<file path="config.mk">
export PLATFORM = sky130hd
export DESIGN_NAME = axi4_burst_master
export DESIGN_NICKNAME = d
export VERILOG_FILES = /design/src/rtl/axi4_pkg.sv /design/src/rtl/axi4_beat_ctr.sv /design/src/rtl/axi4_burst_master.sv
export SDC_FILE = /design/constraint.sdc
export NUM_CORES = 1
export LEC_CHECK = 0
export BUFFER_PORTS_ARGS = -buffer_cell sky130_fd_sc_hd__buf_2
export CORE_ASPECT_RATIO = 0.7
export CORE_MARGIN = 2
export CORE_UTILIZATION = 49
export DETAILED_ROUTE_END_ITERATION = 8
export PLACE_DENSITY = 0.75
export REMOVE_ABC_BUFFERS = 1
export SLEW_MARGIN = 10
export SYNTH_ARGS = -nofsm -noshare
export SYNTH_HDL_FRONTEND = slang
export SYNTH_SLANG_ARGS = --single-unit
export TNS_END_PERCENT = 30
</file>
<file path="constraint.sdc">
create_clock -name clk -period 3.1 [get_ports clk]
set_input_delay 0.155 -clock clk [delete_from_list [all_inputs] [get_ports clk]]
set_output_delay 0.155 -clock clk [all_outputs]
set_load 0.05 [all_outputs]
</file>
<file path="src/rtl/axi4_pkg.sv">
// Shared definitions for the AXI4 burst master: FSM state encoding,
// response encoding and the retry limit used when AXI4M_RETRY_EN is defined.
package axi4_pkg;

  typedef enum logic [2:0] {
    S_IDLE = 3'd0,
    S_AW   = 3'd1,
    S_W    = 3'd2,
    S_B    = 3'd3,
    S_AR   = 3'd4,
    S_R    = 3'd5,
    S_DONE = 3'd6
  } axi4_state_e;

  // Response bit: 1 = OK, 0 = error.
  localparam logic RESP_OK   = 1'b1;
  localparam int   MAX_RETRY = 3;

endpackage

</file>
<file path="src/rtl/axi4_beat_ctr.sv">
// Beat counter for one burst: counts accepted beats modulo N and flags the
// final beat so the owning FSM can drive/check the last indication.
module axi4_beat_ctr
  import axi4_pkg::*;
#(
  parameter int N = 4,
  parameter int W = (N > 1) ? $clog2(N) : 1
) (
  input  logic         clk,
  input  logic         _rst,
  input  logic         clr,
  input  logic         inc,
  output logic [W-1:0] cnt,
  output logic         last
);

  assign last = (int'(cnt) == N - 1);

  // Advance on each accepted beat, wrapping back to zero after the last one.
  always_ff @(posedge clk or negedge _rst) begin
    if (!_rst) begin
      cnt <= '0;
    end else if (clr) begin
      cnt <= '0;
    end else if (inc) begin
      cnt <= last ? '0 : cnt + 1'b1;
    end
  end

endmodule

</file>
<file path="src/rtl/axi4_burst_master.sv">
// AXI4 burst master: writes NOPS operands as SZ/DSZ-beat bursts to addresses
// 0..NOPS-1, then reads a 2*SZ-bit result burst from RES_ADDR.
// Optional macro AXI4M_RETRY_EN: reissue a burst that got an error response,
// up to MAX_RETRY times, before flagging err.
// Handshake rule on every channel: a transfer happens on a rising edge where
// valid & ready are both high; a raised valid stays high with a stable payload
// until that edge.
module axi4_burst_master
  import axi4_pkg::*;
#(
  parameter int NOPS     = 2,
  parameter int SZ       = 32,
  parameter int DSZ      = 8,
  parameter int ASZ      = 2,
  parameter int RES_ADDR = NOPS
) (
  input  logic              clk,
  input  logic              _rst,
  input  logic              start,
  input  logic [NOPS*SZ-1:0] ops,
  output logic              busy,
  output logic [2*SZ-1:0]   res,
  output logic              done,
  output logic              err,
  output logic [ASZ-1:0]    awaddr,
  output logic              awvalid,
  input  logic              awready,
  output logic [DSZ-1:0]    wdata,
  output logic              wvalid,
  input  logic              wready,
  output logic              wlast,
  input  logic              bresp,
  input  logic              bvalid,
  output logic              bready,
  output logic [ASZ-1:0]    araddr,
  output logic              arvalid,
  input  logic              arready,
  input  logic [DSZ-1:0]    rdata,
  input  logic              rvalid,
  output logic              rready,
  input  logic              rlast,
  input  logic              rresp,
  output axi4_state_e       dbg_state
);

  localparam int BEATS  = SZ / DSZ;
  localparam int RBEATS = 2 * BEATS;
  localparam int WCW    = (BEATS > 1) ? $clog2(BEATS) : 1;
  localparam int RCW    = $clog2(RBEATS);
  localparam int IW     = (NOPS > 1) ? $clog2(NOPS) : 1;

  axi4_state_e          state;
  logic [NOPS*SZ-1:0]   ops_q;
  logic [IW-1:0]        idx;
  logic [2*SZ-1:0]      res_acc;
  logic [2*SZ-1:0]      res_nxt;
  logic [SZ-1:0]        cur_op;
  logic [DSZ-1:0]       nxt_beat;
  logic [WCW-1:0]       w_cnt;
  logic                 w_last;
  logic [RCW-1:0]       r_cnt;
  logic                 r_last;
  logic                 w_hs;
  logic                 r_hs;
  logic                 b_retry;
  logic                 r_retry;
`ifdef AXI4M_RETRY_EN
  logic [1:0]           retry;
  logic                 rbad_q;
`endif

  assign dbg_state = state;
  assign w_hs      = wvalid & wready;
  assign r_hs      = (state == S_R) & rvalid & rready;

  axi4_beat_ctr #(.N(BEATS), .W(WCW)) u_w_ctr (
    .clk  (clk),
    ._rst (_rst),
    .clr  (state == S_IDLE),
    .inc  (w_hs),
    .cnt  (w_cnt),
    .last (w_last)
  );

  axi4_beat_ctr #(.N(RBEATS), .W(RCW)) u_r_ctr (
    .clk  (clk),
    ._rst (_rst),
    .clr  (state == S_IDLE),
    .inc  (r_hs),
    .cnt  (r_cnt),
    .last (r_last)
  );

  // Operand/beat selection, result merge and retry decisions.
  always_comb begin
    int nb;
    cur_op   = ops_q[int'(idx)*SZ +: SZ];
    nb       = w_last ? 0 : int'(w_cnt) + 1;
    nxt_beat = cur_op[nb*DSZ +: DSZ];
    res_nxt  = res_acc;
    res_nxt[int'(r_cnt)*DSZ +: DSZ] = rdata;
    b_retry  = 1'b0;
    r_retry  = 1'b0;
`ifdef AXI4M_RETRY_EN
    b_retry  = (bresp != RESP_OK) && (int'(retry) < MAX_RETRY);
    r_retry  = (rbad_q || (rresp != RESP_OK)) && (int'(retry) < MAX_RETRY);
`endif
  end

  // Transaction FSM with registered channel outputs.
  always_ff @(posedge clk or negedge _rst) begin
    if (!_rst) begin
      state   <= S_IDLE;
      ops_q   <= '0;
      idx     <= '0;
      res_acc <= '0;
      res     <= '0;
      busy    <= 1'b0;
      done    <= 1'b0;
      err     <= 1'b0;
      awaddr  <= '0;
      awvalid <= 1'b0;
      wdata   <= '0;
      wvalid  <= 1'b0;
      wlast   <= 1'b0;
      bready  <= 1'b0;
      araddr  <= '0;
      arvalid <= 1'b0;
      rready  <= 1'b0;
`ifdef AXI4M_RETRY_EN
      retry   <= '0;
      rbad_q  <= 1'b0;
`endif
    end else begin
      case (state)
        S_IDLE: begin
          if (start) begin
            ops_q   <= ops;
            idx     <= '0;
            busy    <= 1'b1;
            err     <= 1'b0;
            awaddr  <= '0;
            awvalid <= 1'b1;
            state   <= S_AW;
`ifdef AXI4M_RETRY_EN
            retry   <= '0;
`endif
          end
        end
        S_AW: begin
          if (awready) begin
            awvalid <= 1'b0;
            wvalid  <= 1'b1;
            wdata   <= cur_op[DSZ-1:0];
            wlast   <= (BEATS == 1);
            state   <= S_W;
          end
        end
        S_W: begin
          if (w_hs) begin
            if (w_last) begin
              wvalid <= 1'b0;
              wlast  <= 1'b0;
              bready <= 1'b1;
              state  <= S_B;
            end else begin
              wdata <= nxt_beat;
              wlast <= (int'(w_cnt) + 2 == BEATS);
            end
          end
        end
        S_B: begin
          if (bvalid) begin
            bready <= 1'b0;
            if (b_retry) begin
`ifdef AXI4M_RETRY_EN
              retry <= retry + 2'd1;
`endif
              awvalid <= 1'b1;
              state   <= S_AW;
            end else begin
              if (bresp != RESP_OK) err <= 1'b1;
`ifdef AXI4M_RETRY_EN
              retry <= '0;
`endif
              if (int'(idx) < NOPS - 1) begin
                idx     <= idx + 1'b1;
                awaddr  <= ASZ'(int'(idx) + 1);
                awvalid <= 1'b1;
                state   <= S_AW;
              end else begin
                araddr  <= ASZ'(RES_ADDR);
                arvalid <= 1'b1;
                state   <= S_AR;
              end
            end
          end
        end
        S_AR: begin
          if (arready) begin
            arvalid <= 1'b0;
            rready  <= 1'b1;
            state   <= S_R;
`ifdef AXI4M_RETRY_EN
            rbad_q  <= 1'b0;
`endif
          end
        end
        S_R: begin
          if (r_hs) begin
            res_acc <= res_nxt;
            if (rlast != r_last) err <= 1'b1;
`ifdef AXI4M_RETRY_EN
            rbad_q <= rbad_q | (rresp != RESP_OK);
`else
            if (rresp != RESP_OK) err <= 1'b1;
`endif
            if (r_last) begin
              rready <= 1'b0;
              if (r_retry) begin
`ifdef AXI4M_RETRY_EN
                retry  <= retry + 2'd1;
                rbad_q <= 1'b0;
`endif
                arvalid <= 1'b1;
                state   <= S_AR;
              end else begin
`ifdef AXI4M_RETRY_EN
                if (rbad_q || (rresp != RESP_OK)) err <= 1'b1;
`endif
                res   <= res_nxt;
                done  <= 1'b1;
                state <= S_DONE;
              end
            end
          end
        end
        S_DONE: begin
          done  <= 1'b0;
          busy  <= 1'b0;
          state <= S_IDLE;
        end
        default: state <= S_IDLE;
      endcase
    end
  end

endmodule
</file>
==> metrics.md <==
| Metric | Value |
|---|---|
| Number of global-route vias before repair | `7743` |
| Post-synthesis cell count | `931` |
| Gr ovfl total | `0` |
| Min Hold Slack | `0.0289 ns` |
| Top-count cell post-synth | `nand2_1` |
| Final critical-path share of the clock period | `87.9%` |
| Initial antenna violation count | `2` |
| Tot Pwr | `10100 uW` |
| Flop pwr share | `38.4%` |
| Cell family with most CP delay | `adder cells` |
| Yosys warns | `0` |
| Sequential fraction of the synthesis area | `53.8%` |
| I/O pin count | `171` |
| Post-synth ARST share | `100%` |
| RSZ-0062 raised after global routing | `false` |
| Synthesized area per cell | `11.0 um2` |
| Worst slew pin tran | `1.05 ns` |
| GPL Wtd Cong | `0.796` |
| TritonCTS buffer count | `23` |
| Port bufs | `169` |
| Sw frac | `35.6%` |
| Bufs and invs on worst path | `3` |
| Die Area | `0.0221 mm2` |
| Switching power | `3590 uW` |
| Sum Neg Setup Slack | `0 ns` |
| HP Start | `start` |
| Final Setup Violations | `0` |
| Leakage | `0.00657 uW` |
| Critical path arrival | `3.10 ns` |
| Multi-input combinational cell area | `0.00433 mm2` |
| Worst setup SP type | `register` |
| Synth Register Bits | `220` |
| DRT antenna net count | `0` |
| FF-to-FF End | `res_acc[15]` |
| Layout filler cell count | `1638` |
| Max Cap Viol | `0` |
| CTS root buf | `clkbuf_16` |
| Max clock buf depth | `3` |
| Layout cells sized above 1 | `26.1%` |
| TritonRoute pass-1 iters | `5` |
| First-pass GRT wire length | `40.4 mm` |
| Worst R2R Start | `u_r_ctr.cnt[0]` |
| Number of synthesized flops with an enable pin | `0` |
| Ys flop type | `dfrtp_1` |
| Setup slack, reg-to-reg | `0.38 ns` |
| Die width | `177 um` |
| Hold path depth | `3` |
| GRT Resource Usage Total | `22.8%` |
| Initial DRC count | `494` |
| Initial Util | `49.7%` |
| FF/Latch Area | `0.00551 mm2` |
| DR WL/cell | `16.7 um` |
| Power share of the clock group | `26.7%` |
| H-tree levels | `1` |
| Crit end category | `register` |
| PwrDens | `785 mW/mm2` |
| Worst Skew | `0.0108 ns` |
| Area Overhead vs Synth | `25.6%` |
| Int Power | `6500 uW` |
| Drt drc | `0` |
| Cell Area, Synth | `0.0102 mm2` |
| CTS tree | `yes` |
| R2R cell count | `9` |
| Status | `completed` |
| Final Hold Viols | `0` |
| Clock-pin slew on the worst setup and hold paths | `0.06 ns` |
| Final wirelength | `24.4 mm` |
| Slowest stage delay, CP | `0.59 ns` |
| Worst skew pair latency | `0.50 ns` |
| Largest net degree at the start of global routing | `101` |
| Share of the synthesized area in the top cell type | `53.8%` |
| Post-synth top area cell | `dfrtp_1` |
| CP max FO | `11` |
| Maximum VDD drop | `0.548 mV` |
| Slew margin rel. | `29.9%` |
| Worst setup path class | `register to register` |
| Clock Sinks | `220` |
| Crit path time final | `2.72 ns` |
| Hold Path Class | `primary input to register` |
| Worst Path Required | `3.48 ns` |
| Library cells used by synthesis | `52` |
| Logic pwr share | `34.9%` |
| Post-synth top cells | `267 x nand2_1, 220 x dfrtp_1, 96 x mux2i_1` |
| DP HPWL | `15.9 mm` |
| # Post-CTS Setup Buffers | `0` |
| Standard-cell rows | `44` |
| CP max stage cell | `dfrtp_1` |
| Vias | `7575` |
| Crit-path cells | `inv_4 > ha_1 > ha_1 > nand2_1 > nor3_1 > buf_4 > nor2b_1 > buf_4 > mux2_2` |
| Nets | `1260` |
| Worst Hold End | `busy` |
| Largest cells by area after synthesis | `dfrtp_1 54%, nand2_1 9.8%, mux2i_1 9.4%` |
| Top achievable clock speed | `0.367 GHz` |
| Vias per inst | `5.18` |
| Final Util | `62.4%` |
| DIE HEIGHT | `125 um` |
| Final Slew Violations | `0` |
| Core ar. | `0.0206 mm2` |
worst reg2reg max path, stage by stage, from the launching register on:
cell and delay, ns:
dfrtp_1 0.59, inv_4 0.12, ha_1 0.25, ha_1 0.45, nand2_1 0.09, nor3_1 0.18, buf_4 0.23, nor2b_1 0.14
buf_4 0.19, mux2_2 0.36
placed cells by master (no fill, tap or decap), types with 8 or more instances in the layout:
master,synthesis,layout
and2_1,11,10
mux4_2,8,8
mux2i_1,96,96
a21oi_1,11,11
o21ai_1,36,36
o21ai_0,36,36
nor2b_1,13,13
mux2_4,32,32
dfrtp_1,220,220
nand3_1,11,11
a211oi_1,8,8
nor2_1,14,14
clkbuf_1,18,8
buf_4,11,24
clkbuf_16,0,23
dlygate4sd3_1,0,76
mux2_2,25,25
inv_1,9,9
buf_2,20,168
mux2_1,15,15
nand2_1,267,266
stage by stage:
stage / cell area (um2) / std cells / setup slack, ns
after detailed placement: 11400 / 1345 / 0.459
final: 12800 / 1461 / 0.377
after CTS: 12800 / 1459 / 0.400
after global routing: 12800 / 1461 / 0.143
after global placement: 11400 / 1345 / 0.535
after floorplan: 9850 / 871 / -0.446
worst max-delay path by stage:
stage	depth (start not counted)	end	from
finish	9	res_acc[15]	u_r_ctr.cnt[0]
global route	9	res_acc[15]	u_r_ctr.cnt[0]
CTS	9	res_acc[15]	u_r_ctr.cnt[0]
detailed placement	9	res_acc[9]	u_r_ctr.cnt[0]
global placement	9	res_acc[11]	u_r_ctr.cnt[0]
floorplan	6	res_acc[56]	u_r_ctr.cnt[0]
power groups by stage:
stage               combinational (uW)  sequential [uW]  clock (uW)
finish                            3520             3870        2690
global route                      3860             3950        2870
CTS                               3520             3860        2760
detailed placement                3440             3900           0
global placement                  3350             3880           0
floorplan                         2080             4260           0
repair_timing:
item	4_1_cts	5_1_grt
hold buffers	76	0
endpoints found under the hold margin	179	0
resized for setup	0	0
endpoints found under the setup margin	0	0
state kept, by name, summed over array words and instances, names as in the netlist:
register,cells
wlast,1
res_acc,64
dbg_state,3
wvalid,1
bready,1
arvalid,1
awvalid,1
wdata,8
u_r_ctr.cnt,3
busy,1
done,1
ops_q,64
araddr,1
u_w_ctr.cnt,2
res,64
awaddr,2
err,1
rready,1
area by class of cell:
class                           instances  share of cell area, %
Antenna cell                            2                 0.0390
Timing Repair Buffer                  274                   14.8
Tap cell                              276                   2.69
Clock buffer                           34                   5.04
Inverter                               10                  0.312
Clock inverter                          4                  0.565
Sequential cell                       220                   42.9
Multi-Input combinational cell        641                   33.7
layer usage:
| metal | track usage, % | wire length, um | vias up |
|---|---|---|---|
| met2 | 34.0 | 10900 | 187 |
| met5 | 0 | 0 | - |
| met1 | 33.7 | 11500 | 3684 |
| met3 | 3.48 | 1060 | 64 |
| met4 | 8.41 | 926 | 0 |
| li1 | - | - | 3640 |
cells by family after synthesis:
kind of cell,after synthesis,synth area share [%]
other,1,0.0367
flip-flops,220,53.8
AO/OA/AOI/OAI,106,5.89
adder cells (fa/ha/maj),7,0.856
multiplexers,176,20.3
AND/OR/NAND/NOR,350,15.0
buffers and inverters,70,4.07
XOR/XNOR,1,0.0857
(Power assumes the default switching activity.)
